File: src/rtl/idp_pkg.sv
// Shared definitions for the idp lane sequencer: phase encodings seen by the
// idp lane, the phase type, and the default word widths.
package idp_pkg;

    // Phase encodings on the lane's state bus.
    localparam logic [1:0] STOP_ST = 2'b00;
    localparam logic [1:0] COST_ST = 2'b01;
    localparam logic [1:0] ROOT_ST = 2'b10;
    localparam logic [1:0] SAVE_ST = 2'b11;

    typedef enum logic [1:0] {
        PH_STOP = STOP_ST,
        PH_COST = COST_ST,
        PH_ROOT = ROOT_ST,
        PH_SAVE = SAVE_ST
    } phase_e;

    // Default widths: each also equals the number of cycles spent in its phase.
    localparam int COST_W = 8;
    localparam int ROOT_W = 16;
    localparam int RES_W  = 8;

    // Width of a phase down-counter able to count the longest phase.
    function automatic int phase_cnt_w(input int a, input int b, input int c);
        int m;
        m = (a > b) ? a : b;
        m = (m > c) ? m : c;
        return (m > 2) ? $clog2(m) : 1;
    endfunction

endpackage

File: src/rtl/idp_shreg.sv
// Parallel-load shift register. Shifts toward bit 0, so q[0] is the serial
// (LSB-first) output and serial_in enters at the MSB.
module idp_shreg #(
    parameter int W = 8
) (
    input  logic         clock,
    input  logic         reset_n,
    input  logic         load,
    input  logic         shift,
    input  logic [W-1:0] load_data,
    input  logic         serial_in,
    output logic [W-1:0] q
);

    // Load has priority over shift; otherwise the contents hold.
    always_ff @(posedge clock or negedge reset_n) begin
        // NOTE: these are a handful of flops, not a memory array, so they take the
        // async reset like any other state and never show stale data after reset.
        if (!reset_n) begin
            q <= '0;
        end else if (load) begin
            q <= load_data;
        end else if (shift) begin
            q <= {serial_in, q[W-1:1]};
        end
    end

endmodule

File: src/rtl/idp_sequencer.sv
// Word-parallel front end for one idp bit-serial lane. Accepts a request,
// walks STOP->COST->ROOT->SAVE, serializes the words LSB-first onto the lane and
// collects result_data/conquest back into a parallel response.
// Optional feature: define IDP_SEQ_CONQUEST_COUNT_EN to add a saturating
// conquest_count output counting delivered conquest responses.
module idp_sequencer #(
    parameter int COST_W = 8,
    parameter int ROOT_W = 16,
    parameter int RES_W  = 8
) (
    input  logic              clock,
    input  logic              reset_n,
    input  logic              in_valid,
    output logic              in_ready,
    input  logic [COST_W-1:0] in_nbr_cost,
    input  logic [COST_W-1:0] in_own_cost,
    input  logic [ROOT_W-1:0] in_nbr_root,
    input  logic [ROOT_W-1:0] in_own_root,
    input  logic [ROOT_W-1:0] in_own_pred,
    input  logic [ROOT_W-1:0] in_cand_pred,
    output logic              out_valid,
    input  logic              out_ready,
    output logic [RES_W-1:0]  out_result,
    output logic              out_conquest,
    output logic [1:0]        state,
    output logic              extern_data,
    output logic              direction,
    output logic              root_carry_in,
    output logic [1:0]        intern_data,
    input  logic              result_data,
    input  logic              conquest
`ifdef IDP_SEQ_CONQUEST_COUNT_EN
    ,
    output logic [15:0]       conquest_count
`endif
);
    import idp_pkg::*;

    localparam int CNT_W = phase_cnt_w(COST_W, ROOT_W, RES_W);

    phase_e           phase_q, phase_d;
    logic [CNT_W-1:0] cnt_q, cnt_d;
    logic             alive_q;
    logic             set_valid;
    logic             accept, consume, last_save;

    logic [COST_W-1:0] nbr_cost_sr, own_cost_sr;
    logic [ROOT_W-1:0] nbr_root_sr, own_root_sr, own_pred_sr, cand_pred_sr;
    logic              unused_sr_bits;

    // alive_q keeps in_ready/intern_data at their reset values until the first edge.
    assign in_ready      = alive_q && (phase_q == PH_STOP) && !(out_valid && !out_ready);
    assign accept        = in_valid && in_ready;
    assign consume       = out_valid && out_ready;
    assign last_save     = (phase_q == PH_SAVE) && (cnt_q == '0);
    assign state         = phase_q;
    assign root_carry_in = 1'b0;

    // Only the serial bit of each field register is used by the lane.
    assign unused_sr_bits = ^{nbr_cost_sr[COST_W-1:1], own_cost_sr[COST_W-1:1],
                              nbr_root_sr[ROOT_W-1:1], own_root_sr[ROOT_W-1:1],
                              own_pred_sr[ROOT_W-1:1], cand_pred_sr[ROOT_W-1:1]};

    // Phase register, shared phase down-counter and the post-reset arm flag.
    always_ff @(posedge clock or negedge reset_n) begin
        // NOTE: sequential state uses non-blocking assignments so every flop sees
        // the pre-edge value of every other flop, independent of statement order.
        if (!reset_n) begin
            phase_q <= PH_STOP;
            cnt_q   <= '0;
            alive_q <= 1'b0;
        end else begin
            phase_q <= phase_d;
            cnt_q   <= cnt_d;
            alive_q <= 1'b1;
        end
    end

    // Next phase/count plus the lane-side mux; every lane bit comes straight from a flop.
    always_comb begin
        // NOTE: every signal gets a default first so no path through the case
        // leaves one unassigned, which would otherwise infer a latch.
        phase_d     = phase_q;
        cnt_d       = cnt_q;
        set_valid   = 1'b0;
        extern_data = 1'b0;
        direction   = 1'b0;
        intern_data = 2'b00;
        case (phase_q)
            PH_STOP: begin
                // Preload the idp carries for the two's-complement compare.
                intern_data = alive_q ? 2'b11 : 2'b00;
                if (accept) begin
                    phase_d = PH_COST;
                    cnt_d   = CNT_W'(COST_W - 1);
                end
            end
            PH_COST: begin
                extern_data = nbr_cost_sr[0];
                intern_data = {2{own_cost_sr[0]}};
                if (cnt_q == '0) begin
                    phase_d = PH_ROOT;
                    cnt_d   = CNT_W'(ROOT_W - 1);
                end else begin
                    cnt_d = cnt_q - 1'b1;
                end
            end
            PH_ROOT: begin
                extern_data = nbr_root_sr[0];
                intern_data = {own_pred_sr[0], own_root_sr[0]};
                direction   = cand_pred_sr[0];
                if (cnt_q == '0) begin
                    phase_d = PH_SAVE;
                    cnt_d   = CNT_W'(RES_W - 1);
                end else begin
                    cnt_d = cnt_q - 1'b1;
                end
            end
            PH_SAVE: begin
                if (cnt_q == '0) begin
                    phase_d   = PH_STOP;
                    set_valid = 1'b1;
                end else begin
                    cnt_d = cnt_q - 1'b1;
                end
            end
            default: phase_d = PH_STOP;
        endcase
    end

    // Response handshake flag and the conquest bit captured in the last SAVE cycle.
    always_ff @(posedge clock or negedge reset_n) begin
        if (!reset_n) begin
            out_valid    <= 1'b0;
            out_conquest <= 1'b0;
        end else begin
            if (set_valid) begin
                out_valid <= 1'b1;
            end else if (consume) begin
                out_valid <= 1'b0;
            end
            if (last_save) begin
                out_conquest <= conquest;
            end
        end
    end

`ifdef IDP_SEQ_CONQUEST_COUNT_EN
    // Saturating count of delivered responses that carried a conquest.
    always_ff @(posedge clock or negedge reset_n) begin
        if (!reset_n) begin
            conquest_count <= '0;
        end else if (consume && out_conquest && (conquest_count != 16'hFFFF)) begin
            conquest_count <= conquest_count + 16'd1;
        end
    end
`endif

    // Field serializers: load on accept, shift during their own phase.
    idp_shreg #(.W(COST_W)) u_nbr_cost (
        .clock(clock), .reset_n(reset_n), .load(accept), .shift(phase_q == PH_COST),
        .load_data(in_nbr_cost), .serial_in(1'b0), .q(nbr_cost_sr)
    );
    idp_shreg #(.W(COST_W)) u_own_cost (
        .clock(clock), .reset_n(reset_n), .load(accept), .shift(phase_q == PH_COST),
        .load_data(in_own_cost), .serial_in(1'b0), .q(own_cost_sr)
    );
    idp_shreg #(.W(ROOT_W)) u_nbr_root (
        .clock(clock), .reset_n(reset_n), .load(accept), .shift(phase_q == PH_ROOT),
        .load_data(in_nbr_root), .serial_in(1'b0), .q(nbr_root_sr)
    );
    idp_shreg #(.W(ROOT_W)) u_own_root (
        .clock(clock), .reset_n(reset_n), .load(accept), .shift(phase_q == PH_ROOT),
        .load_data(in_own_root), .serial_in(1'b0), .q(own_root_sr)
    );
    idp_shreg #(.W(ROOT_W)) u_own_pred (
        .clock(clock), .reset_n(reset_n), .load(accept), .shift(phase_q == PH_ROOT),
        .load_data(in_own_pred), .serial_in(1'b0), .q(own_pred_sr)
    );
    idp_shreg #(.W(ROOT_W)) u_cand_pred (
        .clock(clock), .reset_n(reset_n), .load(accept), .shift(phase_q == PH_ROOT),
        .load_data(in_cand_pred), .serial_in(1'b0), .q(cand_pred_sr)
    );

    // Result collector: result_data enters at the MSB, so the first sample ends in bit 0.
    idp_shreg #(.W(RES_W)) u_result (
        .clock(clock), .reset_n(reset_n), .load(1'b0), .shift(phase_q == PH_SAVE),
        .load_data('0), .serial_in(result_data), .q(out_result)
    );

endmodule

File: config.mk
export PLATFORM = sky130hd
export DESIGN_NAME = idp_sequencer
export DESIGN_NICKNAME = d
export VERILOG_FILES = /design/src/rtl/idp_pkg.sv /design/src/rtl/idp_shreg.sv /design/src/rtl/idp_sequencer.sv
export SDC_FILE = /design/constraint.sdc
export NUM_CORES = 1
export LEC_CHECK = 0
export BUFFER_PORTS_ARGS = -buffer_cell sky130_fd_sc_hd__buf_2
export CAP_MARGIN = 20
export CORE_MARGIN = 10
export CORE_UTILIZATION = 59
export CTS_CLUSTER_DIAMETER = 40
export DETAILED_ROUTE_END_ITERATION = 12
export GPL_ROUTABILITY_DRIVEN = 0
export PLACE_DENSITY_LB_ADDON = 0.3
export SYNTH_ARGS = -nofsm -noshare
export SYNTH_HDL_FRONTEND = slang
export SYNTH_SLANG_ARGS = --single-unit
File: constraint.sdc
create_clock -name clock -period 2.38 [get_ports clock]
set_input_delay 0.119 -clock clock [delete_from_list [all_inputs] [get_ports clock]]
set_output_delay 0.119 -clock clock [all_outputs]
set_load 0.01 [all_outputs]
==> impl_results.md, run 1 <==
- Final WS setup: 0.334 ns
- Clock-pin slew of the registers on the worst-case setup and hold paths: approximately 0.090 ns
- Dpl hpwl: around 6900 microns
- Sequential area share after synthesis: 0.512
- Initial antenna violation count: 0
- Yosys warns: 0
- Routed vias: approximately 3.7k
- Leak: approximately 2.8 nW
- Clk root buf: clkbuf_8
- Area grow syn2layout: 31.5%
- Ports: approximately 100
- H-Tree Depth: 3
- WHS Endpoint: u_own_root.q[11]
- Top_reg_cell synth: dfrtp_1
- Iter 0 DRT Violations: 157
- DRC Markers: 0
- Max Slew Vio Count: 0
- Final Cycle Share: 0.860
- Crit. End Element: output port
- CTS tree: yes
- Worst reg-to-reg path cell count: 4
- Overflow after GRT: 0
- Die ar.: roughly 12000 sq um
- Die W: between 100 and 150 microns
- Synth area leaders: dfrtp_1 (51%), mux2i_1 (16%), nand2_1 (6.7%)
- Largest net degree at the start of global routing: a little under 80
- Design area: between 6000 and 7000 sq um
- Relative slew slack: 0.519
- Worst r2r dst: cnt_q[0]
- Synth cell types: 35
- First-pass GRT wire length: around 19000 microns
- Cells after Synth: between 400 and 500
- Pwr/cell area: approximately 1100 nW/um^2
- Fillers: 514
- DR vias/cell: between 5 and 6
- Tot GR Track Use: 0.200
- Post-synth ARST share: 1.00
- DRT Wirelength: around 11000 microns
- Critical path arrival: between 1.5 and 2 ns
- Syn avg cell area: between 10 and 15 sq um
- Synth top cells by count: dfrtp_1 (97), nand2_1 (85), mux2i_1 (75), o21ai_0 (55), o21ai_2 (21)
- PortBufs: approximately 100
- CTS Buf Count: 9
- Worst Hold Class: in -> reg
- Min Tclk post-route: around 2 ns
- Clk sinks: 97
- FF+latch count, synth: between 90 and 100
- Clock Latency Late Sink: around 0.36 ns
- Hold Path Cell Cnt: 3
- Max_cap viols: 0
- Mapped Nets: 520
- Worst-Margin Slew: between 0.7 and 0.8 ns
- Hold Crit Start: in_own_root[11]
- Die H: between 100 and 150 microns
- Synth area leader: dfrtp_1
- Per-cell routed wire length: 16.1 microns
- Worst r2r src: state[1]
- Nets: roughly 690
- Final Skew: between 0.008 and 0.009 ns
- Run status: finished clean
- Share of layout cells above drive strength 1: 0.272
- Critical path type: reg -> out
- Setup TNS: 0 ns
- Setup violations, final: 0
- Number of antenna diodes: 0
- Share of Yosys cell area claimed by the top area cell type: 0.512
- Post-synth EDFFs: 0
- RSZ-0062 raised after global routing: false
- Max Buffers Root-to-Sink: 2
- Fin. Hold Viols: 0
- Peak VDD IR: 607 uV
- # rows: 32
- Routed Antenna Nets: 0
- Count leader, synth: dfrtp_1
- Vias in the first global route: just under 4k
- Core area: ~7800 sq um
- Placed cell area: 5220 sq um
- CP required: approximately 2.3 ns
- Setup WS pre-CTS: around 0.45 ns
- Initial core utilization: 0.611
- Total setup buffers inserted after CTS: 0
- Startpoint types: flop
- CP max FO: 10
- Mapped Area: 4740 sq um
- Max Freq: between 400 and 500 MHz
- DR pass1 iterations: 6
- R2r setup slk: approximately 0.47 ns
[sequential cells by signal (all words and copies together), names as in the netlist]
register / cells
alive_q: 1
out_conquest: 1
out_valid: 1
u_own_cost.q: 8
u_own_root.q: 16
u_nbr_cost.q: 8
u_own_pred.q: 16
u_cand_pred.q: 16
u_result.q: 8
cnt_q: 4
u_nbr_root.q: 16
state: 2
[cell type report]
type                            count  area [sq um]  share of cell area
Sequential cell                    97          2430               0.389
Multi-Input combinational cell    296          2030               0.326
Timing Repair Buffer              190          1410               0.226
Clock buffer                       11           151              0.0243
Tap cell                          102           128              0.0205
Clock inverter                      5          62.6              0.0100
Inverter                            5          18.8             0.00301
[cell usage in the layout, fill, tap and decap left out, types with 2 or more instances in the layout]
cell type	Yosys	layout
o21ai_0	55	55
mux2i_1	75	75
nand2_1	85	85
inv_1	5	5
clkbuf_8	0	11
o21ai_1	8	8
a22oi_1	2	2
nand2b_1	6	6
buf_12	3	3
nor2b_1	2	2
dfrtp_1	97	97
ha_1	6	5
dlygate4sd3_1	0	80
o21ai_2	21	21
clkinvlp_4	0	2
a21oi_1	5	5
conb_1	2	2
buf_2	9	101
buf_4	3	6
mux2_2	11	11
nor2_1	4	4
[worst max-delay path by stage]
| stage | from | endpoint | slack (ns) | cells past startpoint |
|---|---|---|---|---|
| after floorplan | state[0] | cnt_q[0] | 0.73 | 7 |
| after global placement | state[1] | cnt_q[0] | 0.47 | 4 |
| after detailed placement | state[1] | cnt_q[0] | 0.45 | 4 |
| after CTS | state[1] | intern_data[0] | 0.34 | 5 |
| after global routing | state[1] | intern_data[1] | 0.21 | 5 |
| final | state[1] | intern_data[0] | 0.33 | 5 |
[worst max-delay path, stage by stage, from the launching register on]
cell     delay (ns)
dfrtp_1        0.45
inv_1          0.13
ha_1           0.46
a22oi_1        0.20
a21oi_1        0.17
buf_2          0.16
[metrics by stage]
stage | instances | util | total power [mW] | hold slack [ns]
floorplan | 428 | - | 5.05 | -0.177
detailed placement | 610 | 0.672 | 5.72 | 0.216
global placement | 610 | 0.672 | 5.57 | 0.214
CTS | 706 | 0.803 | 6.95 | 0.00143
finish | 706 | 0.803 | 6.95 | 0.00437
global route | 706 | 0.803 | 7.47 | 0.00586
[logic make-up (layout without fill, tap and decap cells)]
kind of cell    count (synthesis)  in the layout  synth area share
compound gates                 95             95             0.121
fa+ha+maj                       6              6            0.0158
buf+inv                        35            211            0.0617
flops                          97             97             0.512
mux                            87             87             0.187
other cells                     2              2           0.00158
simple gates                  106            106             0.101
[routing by layer]
layer	routed length (microns)	up-vias	global-route usage
met1	4700	1784	0.236
met5	0	-	0
met3	622	22	0.0544
met2	5830	105	0.347
met4	196	0	0.0641
li1	-	1806	-
[repair_timing]
item                                   CTS  global route
hold buffers                            80             0
endpoints found under the hold margin  134             0
gates resized for setup                  0             0
[power by group]
group,switching [mW],internal [mW]
combinational,1.49,1.48
sequential,0.460,2.40
clock,0.569,0.549
total,2.52,4.42
(Power assumes the default switching activity.)
==> run 2: changes to the inputs <==
- CORE_MARGIN: 10 -> 5
- RECOVER_POWER: default -> 25
==> run 2 against run 1 <==
  * Fmax down 8.9%
  * Register-to-register slack worse by 0.07 ns
  * Count of clock-buffer cells in the layout unchanged
  * Non-clock buffer count unchanged
  * Total power up 1.6%
  * Critical path depth unchanged
  * First-iteration DRC count down 8.9%
  * Global-route usage up 2.9 points
  * Die area down 17%
  * Cell count unchanged
  * Combinational power down 1%
  * The run now ends with capacitance limit, slew limit left
  * Sequential share of layout area about the same
==> impl_results.md, run 2 (synthesized netlist as in run 1, its figures left out) <==
- Fillers: 482 (-6.2%)
- Critical path's largest stage delay: 0.54 ns (+0.08 ns)
- Tot Pwr: 7.05 mW (+1.6%)
- Min Tclk post-route: 2.25 ns (+0.200 ns)
- Most common library cell in the layout ignoring fill and taps: dfrtp_1
- Worst reg-to-reg path cell count: 5 (+1)
- Failing checks: capacitance limit, slew limit
- Met3 GRT Util: 0.0365 (-0.0180)
- Startpoint types: flop
- Run status: complete, but fails checks
- Setup WS pre-CTS: 0.420 ns (-0.0309 ns)
- Commonest cells after routing, fill and taps aside: dfrtp_1 (97), buf_2 (91), nand2_1 (85)
- Clock Latency Late Sink: 0.35 ns (about the same)
- H-Tree Depth: 3 (unchanged)
- Crit. End Element: output port
- Met2 Use GR: 0.400 (+0.0532)
- Setup violations, final: 0 (unchanged)
- Tot GR Track Use: 0.230 (+0.0294)
- Initial antenna violation count: 0 (unchanged)
- Critical path arrival: 2.13 ns (+0.20 ns)
- Core area: 7770 sq um (unchanged)
- Switch Pwr: 2.48 mW (-1.7%)
- Slowest-stage cell, CP: ha_4
- Switching Share: 0.352 (-0.0117)
- M1 GR Usage: 0.291 (+0.0549)
- CTS tree: yes
- Pwr/cell area: 1130 nW/um^2 (+1.5%)
- Final WS setup: 0.134 ns (-0.200 ns)
- Nets: 691 (unchanged)
- Critical path type: reg -> out
- Worst Hold Class: in -> reg
- Post-Route Utilization: 0.803 (about the same)
- CP required: 2.26 ns (about the same)
- Die H: 99.7 microns (-9.1%)
- DRT Wirelength: 10600 microns (-6.4%)
- Combinational power share: 0.415 (-0.013)
- Placed cell area: 5200 sq um (-0.38%)
- Clock share of power: 0.181 (+0.020)
- Clk root buf: clkbuf_8
- First-pass GRT wire length: 18400 microns (-4.6%)
- Hold Path Cell Cnt: 3 (unchanged)
- Internal: 4.57 mW (+3.4%)
- Number of antenna diodes: 0 (unchanged)
- Routed Antenna Nets: 0 (unchanged)
- Max Freq: 445 MHz (-8.9%)
- Top Usage Layer GRT: met2
- Die ar.: 9930 sq um (-17%)
- Largest net degree at the start of global routing: 105 (+33%)
- Die W: 99.7 microns (-9.1%)
- Overflow after GRT: 0 (unchanged)
- Final Cycle Share: 0.943 (+0.0839)
- Initial core utilization: 0.611 (unchanged)
- Final Skew: 0.0105 ns (+0.00242 ns)
- Max_cap viols: 1 (+1)
- Share of layout cells above drive strength 1: 0.252 (-0.0199)
- RSZ-0062 raised after global routing: false
- Reg power frac: 0.404 (-0.007)
- DR vias/cell: 5.26 (about the same)
- Per-cell routed wire length: 15.1 microns (-6.4%)
- Leak: 2.79 nW (-0.56%)
- DR pass1 iterations: 4 (-2)
- CP max FO: 40 (+30)
- Crit path cell chain: inv_1 > ha_4 > buf_12 > and2_1 > buf_2
- Relative slew slack: -0.0161 (-0.535)
- Setup TNS: 0 ns (unchanged)
- Clk sinks: 97 (unchanged)
- Fin. Hold Viols: 0 (unchanged)
- Worst-Margin Slew: 1.52 ns (+0.803 ns)
- Peak VDD IR: 599 uV (-1.3%)
- Iter 0 DRT Violations: 143 (-8.9%)
- PortBufs: 102 (unchanged)
- Area grow syn2layout: 31.6% (about the same)
- Design area: 6240 sq um (about the same)
- Ports: 104 (unchanged)
- Post-CTS resize count: 0 (unchanged)
- # rows: 32 (unchanged)
- CTS Buf Count: 9 (unchanged)
- DRC Markers: 0 (unchanged)
- Vias in the first global route: 4004 (+1.3%)
- Max Slew Vio Count: 66 (+66)
- Routed vias: 3714 (-0.081%)
- Dpl hpwl: 6350 microns (-8.6%)
- Clock-pin slew of the registers on the worst-case setup and hold paths: 0.10 ns (about the same)
- Max Buffers Root-to-Sink: 2 (unchanged)
-- run 2: critical path: cells and delay by family, from the launching register on --
family,cells,cell delay [ns]
adder cells (fa/ha/maj),1,0.54
buffers and inverters,3,0.63
flip-flops,1,0.42
AND/OR/NAND/NOR,1,0.17
-- run 2: what timing repair did --
action | CTS | global route
hold buffers | 81 | 0
hold endpoints to repair | 143 | 0
buffers inserted | 0 | 0
-- run 2: path summary, 6_finish.rpt --
path | from | endpoint | slack [ns]
setup / recovery | state[0] | direction | 0.13
hold / removal | in_own_cost[4] | u_own_cost.q[4] | 0.03
setup reg to reg | state[0] | u_nbr_root.q[11] | 0.40
hold reg to reg | out_conquest | out_conquest | 0.51
max in group asynchronous | reset_n | u_own_pred.q[4] | 0.71
min in group asynchronous | reset_n | u_cand_pred.q[4] | 0.68
-- run 2: power by group through the flow --
stage	Combinational, mW	Clock [mW]	Sequential [mW]
after global placement	2.73	0	2.83
after floorplan	2.27	0	2.79
after global routing	3.26	1.35	2.95
final	2.93	1.28	2.85
after detailed placement	2.85	0	2.87
after CTS	2.96	1.30	2.84
-- run 2: layout make-up --
type	count	area, sq um	share of cell area
tap	102	128	0.0205
timing repair buffer	190	1390	0.222
clock buffer	11	141	0.0227
multi-input combinational	296	2030	0.326
inverter	5	18.8	0.00301
sequential	97	2430	0.389
clock inverter	5	103	0.0164
-- run 2: per-stage QoR --
stage               hold slack (ns)  instances
finish                       0.0286        706
global route                 0.0267        706
CTS                          0.0149        706
detailed placement            0.255        609
global placement              0.250        609
floorplan                    -0.177        428
-- run 2: layer usage --
metal  vias to the layer above  part of all wire
met5                         -                 0
li1                       1815                 -
met1                      1796              0.41
met3                        14             0.041
met4                         0             0.016
met2                        89              0.53
==> run 3: changes to the inputs <==
- CELL_PAD_IN_SITES_DETAIL_PLACEMENT: default -> 1
- CELL_PAD_IN_SITES_GLOBAL_PLACEMENT: default -> 1
- CORE_UTILIZATION: 59 -> 46
- HOLD_SLACK_MARGIN: default -> 0.12
==> run 3 against run 2 <==
  * The flow now finishes without violations
  * Sequential power rose by 1%
  * Global-route usage shrank 1.4 points
  * Total power is 1.6% higher
  * Largest cell class unchanged
  * Largest power group unchanged
==> impl_results.md, run 3 (synthesized netlist as in run 1, its figures left out) <==
- Max Slew Vio Count: 0 (-100%)
- Min Tclk post-route: 2.15 ns (-0.0983 ns)
- CP max FO: 17 (-57%)
- Worst reg-to-reg path cell count: 5 (unchanged)
- Final Skew: 0.0124 ns (+0.00192 ns)
- Overflow after GRT: 0 (unchanged)
- Worst r2r src: state[0]
- Clock Latency Late Sink: 0.36 ns (about the same)
- R2r setup slk: 0.42 ns (+0.02 ns)
- Final hold slack: 0.168 ns (+0.139 ns)
- Hold Crit Start: in_valid
- Slowest-stage cell, CP: dfrtp_1
- Critical path's largest stage delay: 0.47 ns (-0.07 ns)
- Initial antenna violation count: 0 (unchanged)
- WHS Endpoint: cnt_q[3]
- Fin. Hold Viols: 0 (unchanged)
- Startpoint types: flop
- Worst path top cell family by delay: buffers and inverters
- Tot GR Track Use: 0.216 (-0.0137)
- RSZ-0062 raised after global routing: false
- Largest net degree at the start of global routing: 51 (-51%)
- Worst r2r dst: u_own_root.q[1]
- Clock-pin slew of the registers on the worst-case setup and hold paths: 0.10 ns (about the same)
- Setup violations, final: 0 (unchanged)
- CTS tree: yes
- DR pass1 iterations: 4 (unchanged)
- Iter 0 DRT Violations: 166 (+16%)
- Placed cell area: 5300 sq um (+1.9%)
- Setup TNS: 0 ns (unchanged)
- Max Freq: 466 MHz (+4.6%)
- Final Cycle Share: 0.902 (-0.0413)
- Clk sinks: 97 (unchanged)
- Per-cell routed wire length: 17.4 microns (+15%)
- Critical path type: reg -> out
- Run status: finished clean
- Relative slew slack: 0.104 (+0.120)
- Leak: 2.84 nW (+1.8%)
- Number of antenna diodes: 0 (unchanged)
- Commonest cells after routing, fill and taps aside: dfrtp_1 (97), buf_2 (97), nand2_1 (85)
- First-pass GRT wire length: 21700 microns (+18%)
- H-Tree Depth: 3 (unchanged)
- Max_cap viols: 0 (-1)
- Post-CTS resize count: 0 (unchanged)
- Max Buffers Root-to-Sink: 2 (unchanged)
- Post-Route Utilization: 0.624 (-0.179)
- Clk root buf: clkbuf_8
- CP Buf/Inv Count: 3 (unchanged)
- Pwr/cell area: 1130 nW/um^2 (-0.28%)
- Ports: 104 (unchanged)
- Initial core utilization: 0.466 (-0.145)
- Die ar.: 12400 sq um (+25%)
- DRC Markers: 0 (unchanged)
- CP required: 2.26 ns (about the same)
- Worst-Margin Slew: 1.34 ns (-0.180 ns)
- CTS Buf Count: 9 (unchanged)
- Vias in the first global route: 4221 (+5.4%)
- Area grow syn2layout: 34.0%
- Hold Path Cell Cnt: 3 (unchanged)
- Crit. End Element: output port
- Crit path cell chain: inv_1 > ha_1 > buf_4 > a22oi_1 > nor2b_1 > buf_2
- Nets: 698 (+1.0%)
- Share of layout cells above drive strength 1: 0.267 (+0.0151)
- Critical path arrival: 2.03 ns (-0.10 ns)
- Dpl hpwl: 7740 microns (+22%)
- DR vias/cell: 5.05 (-3.9%)
- Routed Antenna Nets: 0 (unchanged)
- PortBufs: 102 (unchanged)
- Die W: 112 microns (+12%)
- Routed vias: 3775 (+1.6%)
- Crit path from: state[1]
- Core area: 10200 sq um (+31%)
- Worst Hold Class: in -> reg
- Die H: 112 microns (+12%)
- Peak VDD IR: 451 uV (-25%)
- Design area: 6350 sq um (+1.9%)
- DRT Wirelength: 13000 microns (+22%)
- # rows: 37 (+16%)
==> run 3: cell types whose count changed in the layout (fill, tap and decap cells not counted) <==
| cell | change |
|---|---|
| clkbuf_8 | +3 |
| buf_12 | +2 |
| buf_4 | +2 |
| clkinv_2 | -1 |
| buf_2 | +6 |
| clkbuf_1 | -7 |
| clkinv_4 | +1 |
| dlygate4sd3_1 | +3 |
| bufinv_16 | -2 |
==> run 3: worst max path at each step <==
stage,end,slack (ns),cells past startpoint
global placement,u_own_pred.q[9],0.63,5
floorplan,cnt_q[0],0.73,7
CTS,extern_data,0.19,6
detailed placement,u_nbr_cost.q[4],0.50,5
global route,extern_data,0.07,6
finish,extern_data,0.23,6
==> run 3: worst reg2reg max path, delay by kind of cell (launching register included) <==
family                   cells  cell delay, ns
buffers and inverters        2            0.59
AO/OA/AOI/OAI                1            0.13
multiplexers                 1            0.31
adder cells (fa/ha/maj)      1            0.36
flip-flops                   1            0.44
==> run 3: cell type report <==
cell class	count	area, sq um
clock buffers	13	179
clock inverters	3	46.3
fillers	1117	3830
inverters	5	18.8
multi-input cells	296	2030
flip-flops and latches	97	2430
well taps	136	170
repair buffers	197	1480
==> run 3: through the flow <==
step / setup slack, ns / power (mW) / instances
floorplan: 0.729 / 5.05 / 428
detailed placement: 0.496 / 5.84 / 647
global placement: 0.626 / 5.62 / 647
finish: 0.233 / 7.16 / 747
CTS: 0.193 / 7.12 / 747
global route: 0.0669 / 7.67 / 747
==> run 3: power by group <==
group          switching, mW  leakage, nW  total [mW]  internal (mW)
clock                  0.580        0.112        1.18          0.604
combinational           1.60         1.51        3.09           1.49
sequential             0.498         1.22        2.89           2.40
total                   2.68         2.84        7.16           4.49
==> run 3: layer usage <==
layer / share of wire / vias to the layer above / wire, microns / global-route usage
li1: - / 1824 / - / -
met1: 0.41 / 1847 / 5380 / 0.259
met2: 0.53 / 84 / 6820 / 0.388
met3: 0.039 / 20 / 511 / 0.0424
met4: 0.021 / 0 / 267 / 0.0722
met5: 0 / - / 0 / 0
==> run 3: repair_timing <==
action / in CTS / in global routing
buffers inserted: 0 / 0
hold buffers: 84 / 0
hold endpoints to repair: 131 / 0
endpoints found under the setup margin: 0 / 0
